## src/rtl/axil_pkg.sv

```systemverilog
// axil_pkg: shared AXI4-Lite types and helpers.
//   axil_resp_t     - 2-bit AXI response code.
//   addr_in_window  - true when addr lies in [base, base+span). Arguments are
//                     zero-extended to 64 bits by the caller, and the upper bound
//                     is computed with a carry bit so a window that reaches the
//                     top of the address space does not wrap.
package axil_pkg;

  typedef enum logic [1:0] {
    OKAY   = 2'b00,
    EXOKAY = 2'b01,
    SLVERR = 2'b10,
    DECERR = 2'b11
  } axil_resp_t;

  function automatic logic addr_in_window(input logic [63:0] addr,
                                          input logic [63:0] base,
                                          input logic [63:0] span);
    logic [64:0] limit;
    limit = {1'b0, base} + {1'b0, span};
    return (addr >= base) && ({1'b0, addr} < limit);
  endfunction

endpackage

```

## src/rtl/sync_fifo.sv

```systemverilog
// sync_fifo: single-clock FIFO with registered storage and count-based flags.
//   clk_i        clock
//   rst_i        synchronous active-high flush
//   push_i       write request; ignored while full, even if popping this cycle
//   push_data_i  write data
//   pop_i        read request; ignored while empty
//   head_o       oldest entry (valid when !empty_o), read straight from storage
//   full_o       DEPTH entries held
//   empty_o      no entries held
// DEPTH must be a power of 2 so the pointers wrap by natural overflow.
module sync_fifo #(
  parameter int unsigned WIDTH = 8,
  parameter int unsigned DEPTH = 4
) (
  input  logic             clk_i,
  input  logic             rst_i,
  input  logic             push_i,
  input  logic [WIDTH-1:0] push_data_i,
  input  logic             pop_i,
  output logic [WIDTH-1:0] head_o,
  output logic             full_o,
  output logic             empty_o
);

  localparam int unsigned PtrW = (DEPTH > 1) ? $clog2(DEPTH) : 1;
  localparam int unsigned CntW = $clog2(DEPTH + 1);

  logic [WIDTH-1:0] mem_q [DEPTH];
  logic [WIDTH-1:0] mem_d [DEPTH];
  logic [PtrW-1:0]  wr_ptr_q, wr_ptr_d;
  logic [PtrW-1:0]  rd_ptr_q, rd_ptr_d;
  logic [CntW-1:0]  count_q, count_d;
  logic             push_ok, pop_ok;

  assign full_o  = (count_q == CntW'(DEPTH));
  assign empty_o = (count_q == '0);
  assign head_o  = mem_q[rd_ptr_q];

  always_comb begin
    push_ok  = push_i && !full_o;
    pop_ok   = pop_i && !empty_o;
    mem_d    = mem_q;
    wr_ptr_d = wr_ptr_q;
    rd_ptr_d = rd_ptr_q;
    count_d  = count_q;
    if (push_ok) begin
      mem_d[wr_ptr_q] = push_data_i;
      wr_ptr_d        = wr_ptr_q + PtrW'(1);
    end
    if (pop_ok) begin
      rd_ptr_d = rd_ptr_q + PtrW'(1);
    end
    if (push_ok && !pop_ok) begin
      count_d = count_q + CntW'(1);
    end else if (pop_ok && !push_ok) begin
      count_d = count_q - CntW'(1);
    end
  end

  always_ff @(posedge clk_i) begin
    if (rst_i) begin
      wr_ptr_q <= '0;
      rd_ptr_q <= '0;
      count_q  <= '0;
    end else begin
      wr_ptr_q <= wr_ptr_d;
      rd_ptr_q <= rd_ptr_d;
      count_q  <= count_d;
    end
    // Contents need no reset: the pointers and count decide what is valid.
    mem_q <= mem_d;
  end

endmodule

```

## src/rtl/axil2reg_wr_q.sv

```systemverilog
// axil2reg_wr_q: queued AXI4-Lite write slave driving a register-write port.
//   clk, rst             clock; synchronous active-high reset flushing all FIFOs
//   s_axil_aw*           AW channel, buffered in an AW_DEPTH FIFO (awprot ignored)
//   s_axil_w*            W channel, buffered in a W_DEPTH FIFO
//   s_axil_b*            B channel, served from a B_DEPTH response FIFO
//   reg_wr_*             register write request, held until reg_wr_ready;
//                        reg_wr_okay is the status sampled on acceptance
// AW and W heads pair in arrival order. A pair is issued only when the B FIFO
// has room; out-of-window pairs complete as DECERR, misaligned ones as SLVERR,
// both without touching the register side.
module axil2reg_wr_q
  import axil_pkg::*;
#(
  parameter int unsigned          ADDR_WIDTH = 32,
  parameter int unsigned          DATA_WIDTH = 32,
  parameter int unsigned          STRB_WIDTH = DATA_WIDTH / 8,
  parameter int unsigned          AW_DEPTH   = 4,
  parameter int unsigned          W_DEPTH    = 4,
  parameter int unsigned          B_DEPTH    = 4,
  parameter logic [ADDR_WIDTH-1:0] BASE_ADDR = '0,
  parameter logic [ADDR_WIDTH:0]   ADDR_SPAN = (ADDR_WIDTH + 1)'('h1000)
) (
  input  logic                  clk,
  input  logic                  rst,
  input  logic [ADDR_WIDTH-1:0] s_axil_awaddr,
  input  logic [2:0]            s_axil_awprot,
  input  logic                  s_axil_awvalid,
  output logic                  s_axil_awready,
  input  logic [DATA_WIDTH-1:0] s_axil_wdata,
  input  logic [STRB_WIDTH-1:0] s_axil_wstrb,
  input  logic                  s_axil_wvalid,
  output logic                  s_axil_wready,
  output logic [1:0]            s_axil_bresp,
  output logic                  s_axil_bvalid,
  input  logic                  s_axil_bready,
  output logic [ADDR_WIDTH-1:0] reg_wr_addr,
  output logic [DATA_WIDTH-1:0] reg_wr_data,
  output logic [STRB_WIDTH-1:0] reg_wr_strb,
  output logic                  reg_wr_en,
  input  logic                  reg_wr_ready,
  input  logic                  reg_wr_okay
);

  localparam int unsigned WFifoW = DATA_WIDTH + STRB_WIDTH;
  // Low address bits that must be zero for a bus-width-aligned access.
  localparam logic [ADDR_WIDTH-1:0] AlignMask = ADDR_WIDTH'(STRB_WIDTH - 1);

  logic [ADDR_WIDTH-1:0] aw_head;
  logic                  aw_full, aw_empty, aw_push;
  logic [WFifoW-1:0]     w_head;
  logic                  w_full, w_empty, w_push;
  logic [1:0]            b_head;
  logic                  b_full, b_empty, b_pop;
  logic                  pair_pop, b_push;
  axil_resp_t            b_resp;
  logic                  issue_ok, in_window, misaligned;
  logic                  unused_awprot;

  assign unused_awprot = ^s_axil_awprot;

  assign s_axil_awready = !aw_full && !rst;
  assign s_axil_wready  = !w_full && !rst;
  assign aw_push        = s_axil_awvalid && s_axil_awready;
  assign w_push         = s_axil_wvalid && s_axil_wready;

  assign s_axil_bvalid  = !b_empty;
  assign s_axil_bresp   = b_head;
  assign b_pop          = s_axil_bvalid && s_axil_bready;

  assign reg_wr_addr = aw_head - BASE_ADDR;
  assign reg_wr_data = w_head[WFifoW-1:STRB_WIDTH];
  assign reg_wr_strb = w_head[STRB_WIDTH-1:0];

  always_comb begin
    issue_ok   = !rst && !aw_empty && !w_empty && !b_full;
    in_window  = addr_in_window(64'(aw_head), 64'(BASE_ADDR), 64'(ADDR_SPAN));
    misaligned = (aw_head & AlignMask) != '0;
    reg_wr_en  = 1'b0;
    pair_pop   = 1'b0;
    b_push     = 1'b0;
    b_resp     = OKAY;
    if (issue_ok) begin
      if (!in_window) begin
        pair_pop = 1'b1;
        b_push   = 1'b1;
        b_resp   = DECERR;
      end else if (misaligned) begin
        pair_pop = 1'b1;
        b_push   = 1'b1;
        b_resp   = SLVERR;
      end else begin
        reg_wr_en = 1'b1;
        if (reg_wr_ready) begin
          pair_pop = 1'b1;
          b_push   = 1'b1;
          b_resp   = reg_wr_okay ? OKAY : SLVERR;
        end
      end
    end
  end

  sync_fifo #(
    .WIDTH (ADDR_WIDTH),
    .DEPTH (AW_DEPTH)
  ) u_aw_fifo (
    .clk_i       (clk),
    .rst_i       (rst),
    .push_i      (aw_push),
    .push_data_i (s_axil_awaddr),
    .pop_i       (pair_pop),
    .head_o      (aw_head),
    .full_o      (aw_full),
    .empty_o     (aw_empty)
  );

  sync_fifo #(
    .WIDTH (WFifoW),
    .DEPTH (W_DEPTH)
  ) u_w_fifo (
    .clk_i       (clk),
    .rst_i       (rst),
    .push_i      (w_push),
    .push_data_i ({s_axil_wdata, s_axil_wstrb}),
    .pop_i       (pair_pop),
    .head_o      (w_head),
    .full_o      (w_full),
    .empty_o     (w_empty)
  );

  sync_fifo #(
    .WIDTH (2),
    .DEPTH (B_DEPTH)
  ) u_b_fifo (
    .clk_i       (clk),
    .rst_i       (rst),
    .push_i      (b_push),
    .push_data_i (b_resp),
    .pop_i       (b_pop),
    .head_o      (b_head),
    .full_o      (b_full),
    .empty_o     (b_empty)
  );

endmodule
```

## config.mk

```make
export PLATFORM = sky130hd
export DESIGN_NAME = axil2reg_wr_q
export DESIGN_NICKNAME = d
export VERILOG_FILES = /design/src/rtl/axil_pkg.sv /design/src/rtl/sync_fifo.sv /design/src/rtl/axil2reg_wr_q.sv
export SDC_FILE = /design/constraint.sdc
export NUM_CORES = 1
export LEC_CHECK = 0
export ABC_AREA = 1
export ABC_CLOCK_PERIOD_IN_PS = 2600
export BUFFER_PORTS_ARGS = -buffer_cell sky130_fd_sc_hd__buf_2
export CAP_MARGIN = 30
export CORE_ASPECT_RATIO = 0.5
export CORE_MARGIN = 2
export CORE_UTILIZATION = 52
export DETAILED_ROUTE_END_ITERATION = 10
export GPL_TIMING_DRIVEN = 0
export PLACE_DENSITY = 0.76
export SLEW_MARGIN = 20
export SYNTH_ARGS = -nofsm -noshare
export SYNTH_HDL_FRONTEND = slang
export SYNTH_SLANG_ARGS = --single-unit
```

## constraint.sdc

```tcl
create_clock -name clk -period 2.6 [get_ports clk]
set_input_delay 0.26 -clock clk [delete_from_list [all_inputs] [get_ports clk]]
set_output_delay 0.26 -clock clk [all_outputs]
set_load 0.01 [all_outputs]
```

==> impl_metrics.csv <==
group,metric,value,unit
status,outcome,"finished with violations",
status,violations,"negative setup slack",
worst_setup_path,rr_worst_depth,16,
timing,worst_clock_skew,19.1,ps
worst_setup_path,path_max_fanout,10,
timing,setup_violations,3,
global_routing,use_met2,40.3,%
yosys,synth_cells,928,
die,rows,38,
detailed_routing,routedWlPerCell,18.4,µm
yosys,syn_avg_cell_area,12.8,µm²
yosys,synth.top_cell.area_share,70.9,%
yosys,netlist_top_cells_count,"edfxtp_1, nand2_1, nor2_1, o21ai_0, inv_1",
yosys,synth-seq-cells,301,
worst_setup_path,crit_chain,"inv_8 > buf_8 > nand2_1 > nand3_1 > nand2_2 > nand4_1 > nor2_4 > nand3_4 > nand2_2 > ha_4 > inv_4 > fa_2 > a21oi_2 > o21ai_2 > o21ai_1 > a21oi_1",
global_routing,grt_util_met3,4.47,%
die,core-area,0.0220,mm²
clock_network,cts_buffers,26,
power_and_ir_drop,p_int,9.28,mW
yosys,yosys.cell_types.count,31,
timing,fin_ws,-87.0,ps
worst_setup_path,cp.arrival,3130,ps
die,initial_core_util,53.9,%
worst_setup_path,setup.worst_path.start,"u_aw_fifo.rd_ptr_q[0]$_SDFFE_PP0P_",
global_routing,gr-usage-met1,29.5,%
timing,hold_viol,0,
yosys,yosysWarnings,0,
detailed_routing,post-route-drc-count,0,
timing,drv_slew,0,
power_and_ir_drop,p_leak,5.81,nW
clock_network,clkTransAtPathRegs,70,ps
detailed_routing,viasPerCell,5.36,
clock_network,cts_max_path_buffers,3,
yosys,synth_flop_cell,"edfxtp_1",
placement,io_buffers,148,
yosys,syn_nets,1024,
worst_setup_path,worst_setup_path_start_kind,"flip-flop",
power_and_ir_drop,power.share.sequential,43.0,%
timing,rsz0062_at_grt,"yes",
placement,gp_congestion,0.757,
clock_network,cts_sinks,301,
yosys,synth-seq-area-share,74.5,%
worst_setup_path,max_stage_delay,420,ps
worst_setup_path,cp.required,3040,ps
worst_setup_path,crit_path_end_kind,"flip-flop",
clock_network,cts_tree,"done",
worst_setup_path,crit_top_cell,"nand2_2",
detailed_routing,drtIter0Drc,707,
die,die_h,111,µm
cells_and_area,fill_cells,1516,
yosys,synth_edf_count,280,
global_routing,antenna_found_initial,0,
worst_hold_path,hold_path.class,"in2reg",
yosys,syn-cell-area,0.0119,mm²
placement,post-place-ws,-465,ps
power_and_ir_drop,combPwrFrac,28.6,%
detailed_routing,num_vias,8260,
global_routing,grt_pass1_wl,43200,µm
detailed_routing,ant_nets,0,
global_routing,overflow,0,
placement,dpl.hpwl,17000,µm
worst_setup_path,worstSetupPathType,"reg2reg",
global_routing,grt_pass1_vias,8267,
job,cap_violations,0,
cells_and_area,areaGrowthSynthToFinish,29.9,%
yosys,synth_top_area_cell,"edfxtp_1",
yosys,synth_area_leaders,"edfxtp_1, o21ai_0, nand2_1",
cells_and_area,n_antenna_cell,0,
power_and_ir_drop,power_switching,4.21,mW
timing,relSlewSlack,47.5,%
cells_and_area,drive_above_1_share,26.4,%
worst_setup_path,crit_end,"u_w_fifo.count_q[2]$_SDFFE_PP0P_",
detailed_routing,drt-total-wl,28400,µm
worst_setup_path,r2r-start,"u_aw_fifo.rd_ptr_q[0]$_SDFFE_PP0P_",
power_and_ir_drop,peakVddDrop,0.531,mV
timing,holdWs,44.9,ps
die,die_area,0.0241,mm²
global_routing,grtUsageTotal,23.0,%
timing,period_needed,2690,ps
timing,worst_pin_slew,786,ps
detailed_routing,firstDrtPassIters,5,
die,die_width,218,µm
clock_network,clock_latency,550,ps
clock_network,clockRootBuffer,"clkbuf_16",
worst_setup_path,slowest_stage,"dfxtp_4",
yosys,synth_most_common_cell,"edfxtp_1",
die,ios,152,
power_and_ir_drop,p_clk_share,28.4,%
power_and_ir_drop,swShare,31.2,%
timing,max_freq,0.372,GHz
global_routing,grt_start_max_net_pins,24,
worst_setup_path,reg2reg_slack,-90,ps
yosys,async_flop_share,0,%
clock_network,cts_max_level,1,
cells_and_area,num-nets-final,1318,
worst_setup_path,reg2reg_to,"u_w_fifo.count_q[2]$_SDFFE_PP0P_",
timing,fin_crit_sh,103,%
power_and_ir_drop,p_per_area,876,mW/mm²
global_routing,gr-max-usage-layer,"met2",
## what timing repair did
item                                    4_1_cts  5_1_grt
hold buffers                                 69        0
buffers inserted                             24       15
gates cloned                                  2        0
hold endpoints to repair                    274        0
endpoints found under the setup margin       48       47
pin swaps                                    22       37
resized for setup                            60       60
## metal layers
metal,vias up,wire [µm]
li1,3905,-
met1,4028,11800
met2,275,14300
met3,52,1740
met4,0,597
met5,-,0
## flip-flops by register name, indices dropped and copies added, names as in the netlist
name,flops
u_aw_fifo.wr_ptr_q,2
u_aw_fifo.count_q,3
u_w_fifo.rd_ptr_q,2
u_b_fifo.count_q,3
u_b_fifo.wr_ptr_q,2
u_b_fifo.mem_q,8
u_w_fifo.mem_q,144
u_aw_fifo.mem_q,128
u_b_fifo.rd_ptr_q,2
u_aw_fifo.rd_ptr_q,2
u_w_fifo.wr_ptr_q,2
u_w_fifo.count_q,3
## cell usage in the layout, fill, tap and decap left out, drive strengths merged, types with 11 or more instances in the layout
cell type	synthesis	routed
clkbuf	24	57
edfxtp	280	280
o21ai	114	114
ha	15	15
nand2	127	127
nand3	51	51
dfxtp	21	21
clkinv	1	11
inv	65	64
nor2	125	125
buf	20	216
o22ai	48	48
a21oi	21	21
dlygate4sd3	0	69
## kinds of logic after synthesis
group           share of synthesized area (%)
fa+ha+maj                                2.09
simple gates                             11.0
compound gates                           8.34
xor+xnor                                0.148
buf+inv                                  4.00
flops                                    74.5
## area by class of cell
cell class,instances,area [µm²],share of cell area (%)
clock buffer,33,698,4.53
clock inverter,15,128,0.829
tap,300,375,2.44
inverter,66,282,1.83
multi-input combinational,517,2800,18.1
buffer,43,299,1.94
sequential,301,8830,57.4
timing repair buffer,267,1990,12.9
## how the worst min path moves through the flow
stage | start | endpoint | slack [ps] | cells after the start
2_1_floorplan | rst | u_aw_fifo.rd_ptr_q[1]$_SDFFE_PP0P_ | 330 | 1
3_3_place_gp | u_w_fifo.count_q[2]$_SDFFE_PP0P_ | u_w_fifo.count_q[2]$_SDFFE_PP0P_ | 470 | 2
3_5_place_dp | u_w_fifo.count_q[2]$_SDFFE_PP0P_ | u_w_fifo.count_q[2]$_SDFFE_PP0P_ | 470 | 2
4_1_cts | s_axil_bready | u_b_fifo.rd_ptr_q[0]$_SDFFE_PP0P_ | 20 | 3
5_1_grt | s_axil_bready | u_b_fifo.rd_ptr_q[0]$_SDFFE_PP0P_ | 60 | 3
6_report | s_axil_bready | u_b_fifo.rd_ptr_q[0]$_SDFFE_PP0P_ | 40 | 3
## power groups by stage
stage                     clock network, mW  registers (mW)  logic (mW)
after global routing                   4.06            5.82        4.21
final                                  3.83            5.80        3.86
after detailed placement                  0            5.88        3.13
after global placement                    0            5.88        2.97
after floorplan                           0            5.85        1.89
after CTS                              3.86            5.79        3.54
## through the flow
step	utilization (%)	cells	cell area [µm²]	total power [mW]	TNS (ps)
finish	70.0	1542	15400	13.5	-173
CTS	68.8	1527	15100	13.2	-57.2
global route	70.0	1542	15400	14.1	-921
global placement	59.0	1376	13000	8.85	-269030
detailed placement	60.1	1385	13200	9.01	-2070
floorplan	-	928	11900	7.75	-44190
## worst max-delay path, delay by kind of cell, from the launching register on
family                     cells  cell delay [ps]
and+or+nand+nor                7              970
buffers and inverters          3              240
DFF                            1              420
adders and majority gates      2              530
AOI/OAI and AO/OA              4              410
Power figures use the tool's default switching activity.
